--- src/rtl/intgen_multi.sv ---
// Multi-channel countdown interrupt generator behind a Wishbone classic slave.
// Define INTGEN_MULTI_PERIODIC_EN to add the per-channel MODE bit and LOAD reload register.
module intgen_multi #(
  parameter int NUM_CH = 4,
  parameter int CNT_W  = 16,
  localparam int AW    = $clog2(NUM_CH) + 1
) (
  input  logic              wb_clk_i,
  input  logic              wb_rst_ni,
  input  logic [AW-1:0]     wb_adr_i,
  input  logic [31:0]       wb_dat_i,
  input  logic              wb_we_i,
  input  logic              wb_cyc_i,
  input  logic              wb_stb_i,
  output logic [31:0]       wb_dat_o,
  output logic              wb_ack_o,
  output logic              wb_err_o,
  output logic [NUM_CH-1:0] irq_o,
  output logic              irq_any_o
);

  // Handshake: a request is cyc&stb held with a stable address. Ack (or err for an
  // out-of-range channel) rises one cycle later for exactly one cycle; a write commits
  // on the edge that ends the ack cycle, and only if cyc&stb are still high then.
  logic [AW-1:0]    ch_idx;
  logic             sel;
  logic             ch_ok;
  logic             req;
  logic             commit;
  logic             ack_q;
  logic             err_q;
  logic [31:0]      dat_q;
  logic [31:0]      rdata;
  logic [NUM_CH-1:0] pend;
  logic [NUM_CH-1:0] ien;
  logic [NUM_CH-1:0] mode;
  logic [CNT_W-1:0] cnt_v [NUM_CH];
  logic             unused_dat;

  assign ch_idx     = AW'(wb_adr_i >> 1);
  assign sel        = wb_adr_i[0];
  assign ch_ok      = (ch_idx < AW'(NUM_CH));
  assign req        = wb_cyc_i & wb_stb_i & ~ack_q & ~err_q;
  assign commit     = ack_q & wb_cyc_i & wb_stb_i & wb_we_i;
  assign unused_dat = ^wb_dat_i;

  always_comb begin
    rdata = '0;
    for (int i = 0; i < NUM_CH; i++) begin
      if (ch_idx == AW'(i)) begin
        rdata = sel ? {29'd0, pend[i], ien[i], mode[i]} : 32'(cnt_v[i]);
      end
    end
  end

  always_ff @(posedge wb_clk_i or negedge wb_rst_ni) begin
    if (!wb_rst_ni) begin
      ack_q <= 1'b0;
      err_q <= 1'b0;
      dat_q <= '0;
    end else begin
      ack_q <= req & ch_ok;
      err_q <= req & ~ch_ok;
      dat_q <= (req & ch_ok) ? rdata : '0;
    end
  end

  for (genvar g = 0; g < NUM_CH; g++) begin : g_ch
    logic             hit;
    logic             wr_cnt;
    logic             wr_ctl;
    logic             expire;
    logic [CNT_W-1:0] cnt_r;
    logic [CNT_W-1:0] reload;
    logic             pend_r;
    logic             ien_r;
    logic             mode_r;

    assign hit    = commit && (ch_idx == AW'(g));
    assign wr_cnt = hit & ~sel;
    assign wr_ctl = hit & sel;
    assign expire = (cnt_r == CNT_W'(1));

`ifdef INTGEN_MULTI_PERIODIC_EN
    logic [CNT_W-1:0] load_r;
    always_ff @(posedge wb_clk_i or negedge wb_rst_ni) begin
      if (!wb_rst_ni) begin
        load_r <= '0;
        mode_r <= 1'b0;
      end else begin
        if (wr_cnt) load_r <= wb_dat_i[CNT_W-1:0];
        if (wr_ctl) mode_r <= wb_dat_i[0];
      end
    end
    assign reload = mode_r ? load_r : '0;
`else
    assign mode_r = 1'b0;
    assign reload = '0;
`endif

    // A COUNT write overrides both the decrement and any expiry due on the same edge;
    // an expiry beats a simultaneous PEND clear.
    always_ff @(posedge wb_clk_i or negedge wb_rst_ni) begin
      if (!wb_rst_ni) begin
        cnt_r  <= '0;
        pend_r <= 1'b0;
        ien_r  <= 1'b0;
      end else begin
        if (wr_cnt)             cnt_r <= wb_dat_i[CNT_W-1:0];
        else if (expire)        cnt_r <= reload;
        else if (cnt_r != '0)   cnt_r <= cnt_r - CNT_W'(1);
        if (wr_ctl) ien_r <= wb_dat_i[1];
        pend_r <= (expire & ~wr_cnt) | (pend_r & ~(wr_ctl & wb_dat_i[2]));
      end
    end

    assign cnt_v[g] = cnt_r;
    assign pend[g]  = pend_r;
    assign ien[g]   = ien_r;
    assign mode[g]  = mode_r;
  end

  assign wb_ack_o  = ack_q;
  assign wb_err_o  = err_q;
  assign wb_dat_o  = dat_q;
  assign irq_o     = pend & ien;
  assign irq_any_o = |irq_o;

endmodule

--- config.mk ---
export PLATFORM = sky130hd
export DESIGN_NAME = intgen_multi
export DESIGN_NICKNAME = d
export VERILOG_FILES = /design/src/rtl/intgen_multi.sv
export SDC_FILE = /design/constraint.sdc
export NUM_CORES = 1
export LEC_CHECK = 0
export CAP_MARGIN = 30
export CORE_UTILIZATION = 50
export CTS_CLUSTER_DIAMETER = 120
export DETAILED_ROUTE_END_ITERATION = 8
export PLACE_DENSITY = 0.8
export SETUP_SLACK_MARGIN = 0.15
export SLEW_MARGIN = 20
export SYNTH_ARGS = -nofsm -noshare
export SYNTH_HDL_FRONTEND = slang
export SYNTH_SLANG_ARGS = --single-unit
--- constraint.sdc ---
create_clock -name wb_clk_i -period 5.3 [get_ports wb_clk_i]
set_input_delay 0.795 -clock wb_clk_i [delete_from_list [all_inputs] [get_ports wb_clk_i]]
set_output_delay 0.795 -clock wb_clk_i [all_outputs]
set_load 0.03 [all_outputs]
==> results.toml <==
[run_status]
status = "completed"

[sta]
fin_crit_ps = 3060
setup_violations = 0
slew_headroom_pct = 46.9
finClkSkew_ps = 13.1
max_clock_freq_mhz = 327
maxSlewViolCount = 0
rsz0062_at_grt = "false"
finalHoldViolCount = 0
tightest_slew_ps = 794
final.setup.tns_ps = 0
period_share_pct = 57.8

[placement]
gp_congestion = 1.04
portBuffers = 45
hpwlAfterDp_um = 11300

[clocking]
cts-root-buf = "clkbuf_8"
ctsHoldBuffers = 0
clk_latency_ps = 380
cts_buffers = 9
cts_tree = "built"
ctsHtreeMaxLevel = 3
clock_sinks = 89
cts_setup_buffers = 0
clkTransAtPathRegs_ps = 100
ctsResizeCount = 0
cts_buffer_depth = 2

[setup_path]
slowest_stage = "clkdlybuf4s50_1"
endpoint_kind = "flop"
path_cells = "clkdlybuf4s50_1 > inv_1 > nand3b_1 > nand2_1 > o311ai_0"
cp_data_required_time_ps = 5570
r2r_start = "g_ch[1].cnt_r[0]$_DFFE_PN0P_"
crit_start = "wb_adr_i[0]"
cp-start-kind = "input pin"
cp_max_fo = 20
crit_type = "input pin to flop"
worstPathArrival_ps = 3330
critPathTopFamily = "buffers and inverters"
slowest_delay_ps = 920
worst-path-buf-inv = 2

[cells_and_area]
diodes = 0
drive_above_1_share_pct = 10.8
final_nets = 666
fillers = 903
utilization_pct = 59.5
areaGrowthSynthToFinish_pct = 13.3

[global_route]
grt_first_pass_wirelength_um = 24100
grt_pass1_vias = 4665
antenna_found_initial = 0
grt_max_degree = 49
grt_usage_pct = 27.9
grt_overflow_total = 0

[yosys]
synthFlopType = "dfrtp_1"
netlist_area_sq_um = 5520
synth-seq-area-share_pct = 40.4
synthCells = 574
synthTopCellsByCount = "89 x dfrtp_1, 71 x nand2_1, 42 x o21ai_0"
yosysUniqueCellTypes = 69
synth.top_cells.by_area = "dfrtp_1 40%, mux4_2 5.3%, nand2_1 4.8%"
yosysTopAreaCell = "dfrtp_1"
synth.most_common_cell = "dfrtp_1"
synth-edff-count = 0
avgSynthCellArea_sq_um = 9.61
synthArstFlopShare_pct = 100
synth_top_area_share_pct = 40.4
ys_ff_latch = 89
yosysWarnings = 0

[floorplan]
initial_utilization_pct = 52.5
die_x_um = 107
dieHeight_um = 107
core_area_sq_um = 10500
io_pins = 79
rows = 37
die_area_sq_um = 11500

[routing]
wl_um = 14900
via_count = 4774
dr.pass1.iters = 5
drc = 0
drt_iter0_drc = 388
ant_nets = 0
viasPerCell = 6.32
routedWlPerCell_um = 19.8

[flow_run]
maxCapViolCount = 0

[power]
power_density_nw_per_um2 = 410
ir_drop_mv = 0.210
p_leak_nw = 2.55

[hold_path]
holdCritPathClass = "input pin to async pin"
-- state kept, by name, indices dropped and copies added, names as in the netlist --
name,flops
wb_ack_o,1
g_ch.cnt_r,64
wb_dat_o,16
g_ch.pend_r,4
g_ch.ien_r,4
-- layout make-up --
cell class / instances / area, sq um / share of cell area, %
multi-input cells: 450 / 3090 / 49.5
flip-flops and latches: 89 / 2230 / 35.6
repair buffers: 52 / 500 / 8.00
well taps: 136 / 170 / 2.72
clock buffers: 12 / 165 / 2.64
clock inverters: 4 / 50.0 / 0.800
inverters: 12 / 45.0 / 0.720
-- where the power goes --
part | leakage (nW) | total [mW] | switching [mW] | internal [mW]
logic | 1.35 | 0.841 | 0.430 | 0.411
clock network | 0.105 | 0.507 | 0.251 | 0.256
registers | 1.09 | 1.21 | 0.332 | 0.882
-- final timing paths --
| check | cells after the start | endpoint | slack [ps] |
|---|---|---|---|
| worst max-delay path | 5 | g_ch[0].cnt_r[10]$_DFFE_PN0P_ | 2240 |
| worst min-delay path | 1 | g_ch[0].cnt_r[13]$_DFFE_PN0P_ | 380 |
| worst max register to register | 7 | g_ch[1].cnt_r[12]$_DFFE_PN0P_ | 2960 |
| worst min register to register | 1 | g_ch[3].ien_r$_DFFE_PN0N_ | 540 |
| max in group asynchronous | 2 | g_ch[3].cnt_r[9]$_DFFE_PN0P_ | 3860 |
| min in group wb_clk_i | 1 | g_ch[3].ien_r$_DFFE_PN0N_ | 540 |
-- cell families after synthesis --
logic type / Yosys count / synth area share [%]
fa+ha+maj: 12 / 2.72
simple gates: 236 / 23.7
other cells: 1 / 0.0680
compound gates: 124 / 14.6
mux: 23 / 7.53
buf+inv: 51 / 4.81
flops: 89 / 40.4
xor+xnor: 38 / 6.17
-- metal layers --
metal	share of wire (%)	wire, um	global-route usage (%)
met1	41	6080	36.6
met2	48	7200	45.1
met3	8.2	1230	6.02
met4	2.9	429	11.1
met5	0	0	0
-- through the flow --
step / setup WS (ps) / area [sq um] / total power, mW / hold slack, ps / std cells
floorplan: 3150 / 5580 / 1.76 / 468 / 590
global placement: 2000 / 6040 / 1.99 / 509 / 739
detailed placement: 1910 / 6040 / 2.04 / 521 / 739
CTS: 2300 / 6250 / 2.55 / 395 / 755
global route: 2010 / 6250 / 2.71 / 416 / 755
finish: 2240 / 6250 / 2.56 / 383 / 755
-- cells in the final DEF, fill, tap and decap left out, drive strengths merged, types with 14 or more instances in the layout --
cell type and count:
clkdlybuf4s50 44, o31ai 17, dfrtp 89, a21oi 15
conb 17, nor3 21, xor2 14, nand2 72
mux4 14, o21ai 42, and3 18, nand3 22
nor2 42, xnor2 24
(Power assumes the default switching activity.)
